**src/rtl/qos_dequeue_scheduler_pkg.sv**
```systemverilog
// Shared constants, types and the occupancy-indexed weight table for the QoS read-side scheduler.
package qos_dequeue_scheduler_pkg;

    localparam int NUM_Q        = 4;
    localparam int DEPTH        = 6;
    localparam int OCC_W        = 3;
    localparam int PAYLOAD_W    = 2;
    localparam int CNT_W        = 10;
    localparam int ACK_TIMEOUT  = 15;
    localparam int STARVE_LIMIT = 8;
    localparam int WGT_W        = 5;
    localparam int TCNT_W       = $clog2(ACK_TIMEOUT);
    localparam int AGE_W        = $clog2(STARVE_LIMIT + 1);

    typedef logic [1:0]       qid_t;
    typedef logic [WGT_W-1:0] wgt_t;

    typedef enum logic [1:0] {IDLE, DECIDE, GRANT, DONE} state_t;

    // Row = queue, column = occupancy 0..DEPTH; low occupancy favours q0 (LLQ), deep queues win later.
    localparam wgt_t WEIGHT_LUT [NUM_Q][DEPTH+1] = '{
        '{5'd0, 5'd9, 5'd13, 5'd15, 5'd16, 5'd17, 5'd19},
        '{5'd0, 5'd6, 5'd8,  5'd12, 5'd14, 5'd18, 5'd21},
        '{5'd0, 5'd3, 5'd5,  5'd7,  5'd11, 5'd19, 5'd23},
        '{5'd0, 5'd1, 5'd2,  5'd4,  5'd10, 5'd22, 5'd24}
    };

    localparam wgt_t OVERRIDE_WGT = 5'd20;

    function automatic logic [NUM_Q-1:0] onehot(input qid_t q);
        logic [NUM_Q-1:0] r;
        r    = '0;
        r[q] = 1'b1;
        return r;
    endfunction

endpackage

```
**src/rtl/qos_dequeue_scheduler_if.sv**
```systemverilog
// Pop handshake between the scheduler (master) and the four class buffers (slave).
interface qos_dequeue_scheduler_if;

    logic [qos_dequeue_scheduler_pkg::NUM_Q-1:0]     deq_req;
    logic                                            deq_ack;
    logic [qos_dequeue_scheduler_pkg::PAYLOAD_W-1:0] deq_data;

    modport master (output deq_req, input deq_ack, input deq_data);
    modport slave  (input deq_req, output deq_ack, output deq_data);

endinterface

```
**src/rtl/qos_dequeue_scheduler_weight_lut.sv**
```systemverilog
// Combinational occupancy -> weight lookup for all queues, including the q0/q2 override rule.
module qos_weight_lut
    import qos_dequeue_scheduler_pkg::*;
(
    input  logic [NUM_Q-1:0][OCC_W-1:0] occ,
    output logic [NUM_Q-1:0][WGT_W-1:0] weight
);

    logic [NUM_Q-1:0][OCC_W-1:0] occ_c;

    always_comb begin
        for (int q = 0; q < NUM_Q; q++) begin
            occ_c[q]  = (occ[q] > OCC_W'(DEPTH)) ? OCC_W'(DEPTH) : occ[q];
            weight[q] = WEIGHT_LUT[q][occ_c[q]];
        end
        // A full q0 alongside a nearly-full q2 gets a tie-breaking boost on one of them.
        if (occ_c[2] == OCC_W'(5) && occ_c[0] == OCC_W'(DEPTH)) begin
            if (occ_c[1] < OCC_W'(5)) weight[0] = OVERRIDE_WGT;
            else                      weight[2] = OVERRIDE_WGT;
        end
    end

endmodule

```
**src/rtl/qos_dequeue_scheduler.sv**
```systemverilog
// Read-side QoS dequeue scheduler: tick sync, weight-based queue pick, pop handshake, stats.
// Optional build macro QOS_STARVATION_GUARD_EN adds per-queue aging that overrides the weight winner.
module qos_dequeue_scheduler
    import qos_dequeue_scheduler_pkg::*;
(
    input  logic                       clk,
    input  logic                       reset,
    input  logic                       enable,
    input  logic                       rd_tick,
    input  logic [NUM_Q*OCC_W-1:0]     occ,
    qos_dequeue_scheduler_if.master    deq,
    output logic                       out_valid,
    output logic [1+PAYLOAD_W:0]       out_data,
    output logic [CNT_W-1:0]           ct_received,
    output logic [CNT_W-1:0]           ct_empty,
    output logic                       ack_err
);

    state_t                      state;
    logic [2:0]                  sync;
    logic                        tick;
    logic                        pending;
    logic [TCNT_W-1:0]           tcnt;
    qid_t                        win_r;
    logic [NUM_Q-1:0][OCC_W-1:0] occ_q;
    logic [NUM_Q-1:0][WGT_W-1:0] wgt;
    logic                        has_win;
    qid_t                        win_q;
    qid_t                        sel_q;
    wgt_t                        best;

    assign occ_q = occ;

    // rd_tick is asynchronous: two flops to settle, third for edge detect.
    always_ff @(posedge clk) begin
        if (reset) sync <= '0;
        else       sync <= {sync[1:0], rd_tick};
    end

    assign tick = sync[1] & ~sync[2];

    qos_weight_lut u_lut (
        .occ    (occ_q),
        .weight (wgt)
    );

    always_comb begin
        has_win = 1'b0;
        win_q   = '0;
        best    = '0;
        for (int q = 0; q < NUM_Q; q++) begin
            if (occ_q[q] != '0 && (!has_win || wgt[q] > best)) begin
                has_win = 1'b1;
                win_q   = qid_t'(q);
                best    = wgt[q];
            end
        end
    end

`ifdef QOS_STARVATION_GUARD_EN
    logic [NUM_Q-1:0][AGE_W-1:0] aging;

    // Downward scan leaves the lowest-index aged, still non-empty queue selected.
    always_comb begin
        sel_q = win_q;
        for (int q = NUM_Q - 1; q >= 0; q--) begin
            if (aging[q] >= AGE_W'(STARVE_LIMIT) && occ_q[q] != '0) sel_q = qid_t'(q);
        end
    end

    always_ff @(posedge clk) begin
        if (reset) begin
            aging <= '0;
        end else if (state == DECIDE) begin
            for (int q = 0; q < NUM_Q; q++) begin
                if (occ_q[q] == '0 || (has_win && sel_q == qid_t'(q)))
                    aging[q] <= '0;
                else if (aging[q] < AGE_W'(STARVE_LIMIT))
                    aging[q] <= aging[q] + 1'b1;
            end
        end
    end
`else
    assign sel_q = win_q;
`endif

    always_ff @(posedge clk) begin
        if (reset) begin
            state       <= IDLE;
            deq.deq_req <= '0;
            out_valid   <= 1'b0;
            out_data    <= '0;
            ct_received <= '0;
            ct_empty    <= '0;
            ack_err     <= 1'b0;
            pending     <= 1'b0;
            tcnt        <= '0;
            win_r       <= '0;
        end else begin
            out_valid <= 1'b0;
            if (!enable)                     pending <= 1'b0;
            else if (tick && state != IDLE)  pending <= 1'b1;

            case (state)
                IDLE: begin
                    if (enable && (tick || pending)) begin
                        state   <= DECIDE;
                        pending <= 1'b0;
                    end
                end
                DECIDE: begin
                    if (!has_win) begin
                        if (ct_empty != '1) ct_empty <= ct_empty + 1'b1;
                        state <= IDLE;
                    end else begin
                        win_r       <= sel_q;
                        deq.deq_req <= onehot(sel_q);
                        tcnt        <= '0;
                        state       <= GRANT;
                    end
                end
                GRANT: begin
                    if (deq.deq_ack) begin
                        out_data    <= {win_r, deq.deq_data};
                        out_valid   <= 1'b1;
                        deq.deq_req <= '0;
                        state       <= DONE;
                    end else if (tcnt == TCNT_W'(ACK_TIMEOUT - 1)) begin
                        ack_err     <= 1'b1;
                        deq.deq_req <= '0;
                        state       <= IDLE;
                    end else begin
                        tcnt <= tcnt + 1'b1;
                    end
                end
                DONE: begin
                    if (ct_received != '1) ct_received <= ct_received + 1'b1;
                    state <= IDLE;
                end
                default: state <= IDLE;
            endcase
        end
    end

endmodule

```
**src/flat_wrapper.sv**
```systemverilog
// flat-port wrapper written by rule: the top's interface ports become plain ports
module qos_dequeue_scheduler_flat import qos_dequeue_scheduler_pkg::*;
  (clk, reset, enable, rd_tick, occ, out_valid, out_data, ct_received, ct_empty, ack_err, deq_deq_req, deq_deq_ack, deq_deq_data);
  qos_dequeue_scheduler_if deq_i ();
  input  logic clk;
  input  logic reset;
  input  logic enable;
  input  logic rd_tick;
  input  logic [NUM_Q*OCC_W-1:0] occ;
  output logic out_valid;
  output logic [1+PAYLOAD_W:0] out_data;
  output logic [CNT_W-1:0] ct_received;
  output logic [CNT_W-1:0] ct_empty;
  output logic ack_err;
  output wire logic [$bits(deq_i.deq_req)-1:0] deq_deq_req;
  input wire logic [$bits(deq_i.deq_ack)-1:0] deq_deq_ack;
  input wire logic [$bits(deq_i.deq_data)-1:0] deq_deq_data;
  assign deq_deq_req = deq_i.deq_req;
  assign deq_i.deq_ack = deq_deq_ack;
  assign deq_i.deq_data = deq_deq_data;
  qos_dequeue_scheduler u_core (.clk(clk), .reset(reset), .enable(enable), .rd_tick(rd_tick), .occ(occ), .deq(deq_i), .out_valid(out_valid), .out_data(out_data), .ct_received(ct_received), .ct_empty(ct_empty), .ack_err(ack_err));
endmodule
```
**config.mk**
```make
export PLATFORM = sky130hd
export DESIGN_NAME = qos_dequeue_scheduler_flat
export DESIGN_NICKNAME = d
export VERILOG_FILES = /design/src/rtl/qos_dequeue_scheduler_pkg.sv /design/src/rtl/qos_dequeue_scheduler_if.sv /design/src/rtl/qos_dequeue_scheduler_weight_lut.sv /design/src/rtl/qos_dequeue_scheduler.sv /design/src/flat_wrapper.sv
export SDC_FILE = /design/constraint.sdc
export NUM_CORES = 1
export LEC_CHECK = 0
export ABC_CLOCK_PERIOD_IN_PS = 11900
export CORE_ASPECT_RATIO = 1.2
export CORE_MARGIN = 2
export CORE_UTILIZATION = 50
export CTS_BUF_LIST = sky130_fd_sc_hd__clkbuf_8
export CTS_CLUSTER_SIZE = 8
export DETAILED_ROUTE_END_ITERATION = 8
export GPL_ROUTABILITY_DRIVEN = 0
export PLACE_DENSITY = 0.8
export SETUP_SLACK_MARGIN = 0.05
export SLEW_MARGIN = 20
export SYNTH_ARGS = -nofsm -noshare
export SYNTH_HDL_FRONTEND = slang
export SYNTH_SLANG_ARGS = --single-unit
```
**constraint.sdc**
```tcl
create_clock -name clk -period 11.9 [get_ports clk]
set_input_delay 2.38 -clock clk [delete_from_list [all_inputs] [get_ports clk]]
set_output_delay 2.38 -clock clk [all_outputs]
set_load 0.01 [all_outputs]
```
==> results.ini, run 1 <==
[run_status]
status=finished, final reports clean

[sta]
hold_viol=0
period_share_pct=66.5
worst_pin_slew_ps=663
period_minus_slack_ps=7910
slew_headroom_pct=55.5
layout_setup_ws_ps=3990
max_freq_ghz=0.126
rsz0062_at_grt=false
hold-worst-slack_ps=453
setup-violations-final=0
setup_total_negative_slack_ps=0
finalClockSkew_ps=3.41
final_max_slew_viol_count=0

[global_route]
grt_pass1_wl_um=9490
antenna_found_initial=0
grt_pass1_vias=2162
grt_usage_pct=19.5
grt_max_degree=45
grt_overflow=0

[placement]
place_ws_ps=3780
dp_hpwl_um=4250
io_buffers=48

[floorplanning]
core_region_area_um2=4970
dieArea_um2=5800
initial_core_util_pct=52.3
row_count=28
ios=49
die_width_um=69.9
die_h_um=83.1

[worst_setup_path]
worstPathArrival_ps=8130
ff2ff_setup_slack_ps=9480
crit_type=in -> reg
worstSetupStartpoint=occ[4]
required_ps=12110
crit_end=u_core.deq.deq_req[1]
worst_setup_path_end_kind=register
reg2reg_from=u_core.state[1]
startpoint_type=input pin
cp_max_fo=10
reg2regPathDepth=8
r2r_end=u_core.deq.deq_req[1]

[cells_and_area]
area_growth_pct=23.3
layout.nets=409
diodes=0
nFillCells=438
drive_gt1_share_pct=4.63

[min_path]
hold_class=reg -> reg

[flow_run]
drv_cap=0

[synthesis]
yosysUniqueCellTypes=51
avgSynthCellArea_um2=8.11
synth_nets=364
synthesis.area_um2=2600
synthTopCellsByArea=dfxtp_1 (32%), ha_1 (12%), nor2_1 (6.1%)
synthCells=321
ys_ff_latch=42
yosysTopAreaCell=dfxtp_1
synth-warning-count=0
synth-edff-count=0
ys.flop_type=dfxtp_1
ys_seq_area_share_pct=32.3
yosys-top-cells-count=dfxtp_1 (42), nor2_1 (42), nand2_1 (35)
ys_async_sr_fraction_pct=0
synth_top_area_share_pct=32.3

[pwr]
p_int_uw=227
p_seq_share_pct=45.6
sw_frac_of_total_pct=29.6
clockPowerShare_pct=28.8
p_per_area_nw_per_um2=100
combPwrFrac_pct=25.6
p_switching_uw=95.3
irDropWorstVdd_v=0.0000545
leakage_nw=1.25

[routing]
drt-total-wl_um=5570
avgViaCountPerCell=5.66
drt_iter0_markers=154
remaining_drc_errors=0
via_count=2416
ant_nets=0
wire_per_inst_um=13.0
firstDrtPassIters=4

[clock_tree]
clock_path_buffers=2
clk_latency_ps=290
cts_tree=built
cts.repair.resized=0
h-tree-depth=2
hold_buffers=0
clkTransAtPathRegs_ps=80
root_buffer=clkbuf_8
cts_sinks=42
cts_setup_buffers=0
numCtsBuffers=5

## registers in the layout (all words and copies together), names as in the netlist
| register | flops |
|---|---|
| u_core.win_r | 2 |
| u_core.ack_err | 1 |
| u_core.ct_received | 10 |
| u_core.out_valid | 1 |
| u_core.deq.deq_req | 4 |
| u_core.out_data | 4 |
| u_core.state | 2 |
| u_core.tcnt | 4 |
| u_core.sync | 3 |
| u_core.ct_empty | 10 |
| u_core.pending | 1 |
## worst min-delay path by stage
stage | end | cells past startpoint | slack, ps | from
6_report | u_core.sync[1] | 1 | 450 | u_core.sync[0]
5_1_grt | u_core.sync[1] | 1 | 480 | u_core.sync[0]
3_5_place_dp | u_core.sync[1] | 1 | 430 | u_core.sync[0]
2_1_floorplan | u_core.sync[1] | 1 | 410 | u_core.sync[0]
3_3_place_gp | u_core.out_data[1] | 2 | 440 | u_core.out_data[1]
4_1_cts | u_core.sync[1] | 1 | 460 | u_core.sync[0]
## power by group through the flow
stage | clock [mW] | sequential (mW) | combinational (mW)
2_1_floorplan | 0 | 0.150 | 0.0574
3_3_place_gp | 0 | 0.150 | 0.0795
3_5_place_dp | 0 | 0.150 | 0.0819
4_1_cts | 0.0952 | 0.147 | 0.0824
5_1_grt | 0.100 | 0.147 | 0.0938
6_report | 0.0929 | 0.147 | 0.0827
## per-layer routing
layer	up-vias	global-route usage (%)	wire, um
li1	1231	-	-
met1	1108	23.6	2490
met2	66	33.6	2760
met3	11	3.28	207
met4	0	8.74	112
met5	-	0	0
## through the flow
step                      util (%)  instances  cell area (um2)  total power, mW
after floorplan                  -        321             2600            0.207
after global placement        62.7        419             3120            0.230
after detailed placement      62.7        419             3120            0.232
after CTS                     64.5        427             3210            0.325
after global routing          64.5        427             3210            0.341
final                         64.5        427             3210            0.323
## cells by family after synthesis
| kind of cell | Yosys count | synth area share, % |
|---|---|---|
| flip-flops | 42 | 32.3 |
| buffers and inverters | 22 | 3.41 |
| AND/OR/NAND/NOR | 146 | 28.5 |
| AO/OA/AOI/OAI | 67 | 17.2 |
| adder cells (fa/ha/maj) | 24 | 11.5 |
| multiplexers | 5 | 2.02 |
| XOR/XNOR | 15 | 5.05 |
## cell type report
cell class	count	area (um2)	area share (%)
clock buffer	6	82.6	2.57
inverter	11	41.3	1.29
clock inverter	2	8.76	0.273
sequential	42	841	26.2
multi-input combinational	257	1670	52.1
tap	60	75.1	2.34
timing repair buffer	49	488	15.2
## worst max-delay path, stage by stage
cell	delay (ps)
clkdlybuf4s50_1	560
o21a_1	310
o32a_1	390
ha_1	200
nand2b_1	130
a211o_1	330
a22oi_4	240
o21ai_0	130
a22oi_1	250
inv_1	80
ha_1	290
nor2b_1	130
o21ai_0	150
a32oi_1	100
o21ai_1	550
mux2i_1	300
ha_1	290
a21oi_1	150
a21boi_0	90
or4_1	470
o311ai_1	180
nand3_1	190
o31ai_1	230
## layout by cell type (no fill, tap or decap), types with 3 or more instances in the layout
cell type and instances:
ha_1 24, clkdlybuf4s50_1 48, dfxtp_1 42, nor2b_1 8, o31ai_1 4, and4_1 4
nor3_1 4, nand2_1 35, o21a_1 4, nor2_1 42, nand4_1 6, nand2b_1 3
o21ai_0 10, inv_1 12, mux2i_1 3, and3_1 6, nand3_1 16, or3_1 4
clkbuf_8 6, a21o_1 4, xor2_1 12, nand3b_1 3, a21boi_0 4, and2_1 4
xnor2_1 3, a21oi_1 22
No activity file was read; power rests on OpenSTA's default activity.
==> inputs of run 2 (changes only) <==
--- a/config.mk
+++ b/config.mk
@@ -5,7 +5,7 @@
 export SDC_FILE = /design/constraint.sdc
 export NUM_CORES = 1
 export LEC_CHECK = 0
-export ABC_CLOCK_PERIOD_IN_PS = 11900
+export ABC_CLOCK_PERIOD_IN_PS = 8000
 export CORE_ASPECT_RATIO = 1.2
 export CORE_MARGIN = 2
 export CORE_UTILIZATION = 50
==> constraint.sdc (replaced) <==
create_clock -name clk -period 8 [get_ports clk]
set_input_delay 1.6 -clock clk [delete_from_list [all_inputs] [get_ports clk]]
set_output_delay 1.6 -clock clk [all_outputs]
set_load 0.01 [all_outputs]
==> run 2 against run 1 <==
  * Non-clock buffer count is the same
  * Die area unchanged
  * Global-route usage rose by 0.18 points
  * Critical path depth grew 2
  * Wire length up 1.0%
  * Cell count unchanged
  * Worst setup slack lost 3100 ps
  * Clock-buffer cell count did not move
  * Combinational power is 50% higher
  * Clock power rose by 47%
  * Largest cell class unchanged
==> results.ini, run 2 (synthesized netlist as in run 1, its figures left out) <==
[routing]
firstDrtPassIters=4
ant_nets=0
remaining_drc_errors=0
drt_iter0_markers=193
via_count=2406
wire_per_inst_um=13.2
drt-total-wl_um=5630
avgViaCountPerCell=5.63

[sta]
setup_total_negative_slack_ps=0
rsz0062_at_grt=false
worst_pin_slew_ps=672
finalClockSkew_ps=6.84
final_max_slew_viol_count=0
setup-violations-final=0
hold_viol=0
slew_headroom_pct=54.9
period_share_pct=88.8
period_minus_slack_ps=7110
max_freq_ghz=0.141
hold-worst-slack_ps=454

[floorplanning]
initial_core_util_pct=52.3
die_width_um=69.9
dieArea_um2=5800
core_region_area_um2=4970
die_h_um=83.1
row_count=28
ios=49

[worst_setup_path]
worst_setup_path_end_kind=register
required_ps=8210
reg2regPathDepth=8
worstPathArrival_ps=7320
cp_max_fo=10
crit_type=in -> reg
ff2ff_setup_slack_ps=5550
startpoint_type=input pin

[pwr]
p_per_area_nw_per_um2=149
irDropWorstVdd_v=0.0000727
p_total_uw=479
leakage_nw=1.25

[placement]
dp_hpwl_um=4230
io_buffers=48
place_area_um2=3120

[global_route]
grt_max_degree=45
grt_pass1_wl_um=9620
grt_overflow=0
met1_usage_pct=24.1
globalRouteMet2Util_pct=34.2
met3_usage_pct=3.40
antenna_found_initial=0
grt_usage_pct=19.7
grt_pass1_vias=2154
busiest_layer=met2

[cells_and_area]
final_cell_mix=clkdlybuf4s50_1 (48), nor2_1 (42), dfxtp_1 (42)
nFillCells=426
layout.nets=409
fin_area_um2=3210
top_regs=u_core.ct_empty x10, u_core.ct_received x10
layout_commonest_cell=clkdlybuf4s50_1
diodes=0
drive_gt1_share_pct=4.63
area_growth_pct=23.3

[clock_tree]
clkTransAtPathRegs_ps=70
hold_buffers=0
cts_setup_buffers=0
clk_latency_ps=290
cts_sinks=42
h-tree-depth=2
clock_path_buffers=2
cts.repair.resized=0
cts_tree=built
root_buffer=clkbuf_8
numCtsBuffers=5

[run_status]
status=finished, final reports clean

[min_path]
min_path_cells=1
hold_class=reg -> reg

[flow_run]
drv_cap=0

## run 2: per-stage QoR
step	setup WS (ps)	std cells	util (%)
2_1_floorplan	1650	321	-
6_report	893	427	64.5
3_5_place_dp	656	419	62.7
5_1_grt	335	427	64.5
3_3_place_gp	837	419	62.7
4_1_cts	958	427	64.5
## run 2: worst paths after layout
kind / from / end
worst max-delay path: occ[4] / u_core.deq.deq_req[1]
worst min-delay path: u_core.sync[0] / u_core.sync[1]
worst max register to register: u_core.state[1] / u_core.deq.deq_req[1]
worst min register to register: u_core.sync[0] / u_core.sync[1]
## run 2: area by class of cell
| type | count | area [um2] | share of cell area [%] |
|---|---|---|---|
| Clock inverter | 2 | 8.76 | 0.273 |
| Clock buffer | 6 | 82.6 | 2.57 |
| Timing Repair Buffer | 49 | 488 | 15.2 |
| Tap cell | 60 | 75.1 | 2.34 |
| Inverter | 11 | 41.3 | 1.29 |
| Sequential cell | 42 | 841 | 26.2 |
| Multi-Input combinational cell | 257 | 1670 | 52.1 |
## run 2: worst max-delay path, stage by stage
cell             delay [ps]
clkdlybuf4s50_1         650
o21a_1                  280
nor2_1                   90
nand2_1                  70
o211ai_1                120
ha_1                    340
nand2b_1                 60
a211o_1                 330
a22oi_4                 230
o21ai_0                 120
a22oi_1                 240
inv_1                    80
ha_1                    290
nor2b_1                 130
o21ai_0                 170
a32oi_1                  90
o21ai_1                 550
mux2i_1                 310
ha_1                    290
a21oi_1                 150
a21boi_0                 80
or4_1                   470
o311ai_1                180
nand3_1                 180
o31ai_1                 220
## run 2: power breakdown
part | internal [mW] | leakage [nW] | total (mW) | switching, mW
combinational | 0.0552 | 0.856 | 0.124 | 0.0684
sequential | 0.215 | 0.339 | 0.219 | 0.00397
clock | 0.0683 | 0.0524 | 0.137 | 0.0688
## run 2: layer usage
metal	vias to the layer above	part of all wire (%)	wire length, um
met5	-	0	0
met4	0	1.8	99
met3	7	3.6	205
met2	58	49	2760
met1	1101	45	2560
li1	1240	-	-
==> patch (flow settings as in run 2) <==
The package constant `ACK_TIMEOUT` goes from 15 to 17.
--- a/src/rtl/qos_dequeue_scheduler_pkg.sv
+++ b/src/rtl/qos_dequeue_scheduler_pkg.sv
@@ -8,3 +8,3 @@
     localparam int CNT_W        = 10;
-    localparam int ACK_TIMEOUT  = 15;
+    localparam int ACK_TIMEOUT  = 17;
     localparam int STARVE_LIMIT = 8;
Formal check against the unedited RTL: no difference found for any inputs over 10 cycles, from zero or initial values and one cycle with reset high; that may be too few to reach the edited logic, so the function may still have changed.
==> patch against run 2 <==
Total power up 1.3%; worst setup slack worse by 210 ps; core utilization down 1.5 points; cell area up 2.6%; global-route usage about the same; non-clock buffer count unchanged; sequential cell count up 1; synthesized cell count up 1.9%; clock skew down 0.71 ps; final cell count up 2.3%; routed wire length up 5.2%; synthesized area up 3.1%; register-to-register slack better by 300 ps; critical endpoint is now u_core.deq.deq_req[2]$_SDFFE_PP0P_; largest power group unchanged.
==> patch: results <==
set metrics [dict create \
    drive_gt1_share_pct 6.133 \
    synth_commonest_cells "43 x dfxtp_1, 41 x nor2_1, 30 x nand2_1" \
    fillers 480 \
    dpl.hpwl_um 4581 \
    cellLeakagePower_nw 1.264 \
    synth_cell_types 54 \
    cts_setup_buffers 0 \
    comb_power_uw 134 \
    synth_seq_area_share_pct 32.06 \
    status "finished clean" \
    internal-power_uw 340.6 \
    place_ws_ps 477.4 \
    vias 2441 \
    netlist_top_cells_area "dfxtp_1 32%, ha_1 11%, nor2_1 5.7%" \
    layout.cells.non_filler 437 \
    peakVddDrop_uv 131.3 \
    tightest_slew_ps 625.4 \
    final_nets 417 \
    grt_max_degree 38 \
    portBuffers 48 \
    place_inst 429 \
    grt_pass1_vias 2254 \
    cpLargestDelayFamily "compound AO/OA/AOI/OAI gates" \
    wl_per_cell_um 13.54 \
    power_uw 485.7 \
    clk_path_buf_depth 2 \
    syn_inst 327 \
    fin_skew_ps 6.131 \
    crit_arrival_ps 7540 \
    drt_iter0_markers 95 \
    area_growth_pct 22.74 \
    cp_max_fo 12 \
    placement.cell_area_sq_um 3214 \
    grt_pass1_wl_um 9929 \
    antenna_found_initial 0 \
    synth_fp_nets 370 \
    seqPwrFrac_pct 46.5 \
    grtUsageTotal_pct 19.73 \
    reg_top3 "u_core.ct_empty x10, u_core.ct_received x10, u_core.tcnt x5" \
    cpPeakStageDelay_ps 690 \
]
patch: cell count changes in the layout (fill, tap and decap cells not counted), sizes merged, moves of 3 or more:
| cell | delta |
|---|---|
| a22o | +3 |
| nand4 | +4 |
| nand3 | +4 |
| xnor2 | +4 |
| inv | +5 |
| o31ai | -3 |
| nand2 | -5 |
| and3 | -3 |
| nor3 | +6 |
patch: cells by family (layout without fill, tap and decap cells):
| kind of cell | count (synthesis) | after routing | synth area share (%) |
|---|---|---|---|
| and+or+nand+nor | 153 | 153 | 29.92 |
| AOI/OAI and AO/OA | 61 | 61 | 15.89 |
| DFF | 43 | 43 | 32.06 |
| adders and majority gates | 24 | 24 | 11.18 |
| buffers and inverters | 24 | 72 | 3.448 |
| xor gates and xnor gates | 17 | 17 | 5.545 |
| muxes | 5 | 5 | 1.957 |
patch: path summary, 6_finish.rpt:
check	from	end	slack [ps]	depth (start not counted)
worst max-delay path	occ[5]	u_core.deq.deq_req[2]$_SDFFE_PP0P_	680	24
worst min-delay path	u_core.sync[0]$_SDFF_PP0_	u_core.sync[1]$_SDFF_PP0_	460	1
worst max register to register	u_core.state[1]$_SDFFE_PP0P_	u_core.ct_empty[7]$_SDFFE_PP0P_	5850	8
worst min register to register	u_core.sync[0]$_SDFF_PP0_	u_core.sync[1]$_SDFF_PP0_	460	1
patch: cell type report:
class / instances / area share [%]
multi-input combinational: 260 / 52.54
sequential: 43 / 26.12
timing repair buffer: 49 / 14.81
tap: 62 / 2.354
clock buffer: 5 / 2.088
inverter: 15 / 1.708
clock inverter: 3 / 0.3797
patch: routing by layer:
metal	part of all wire, %	track usage [%]
met5	0	0
met4	0.52	3.774
met3	4.2	3.481
met2	51	36.28
met1	44	23.96
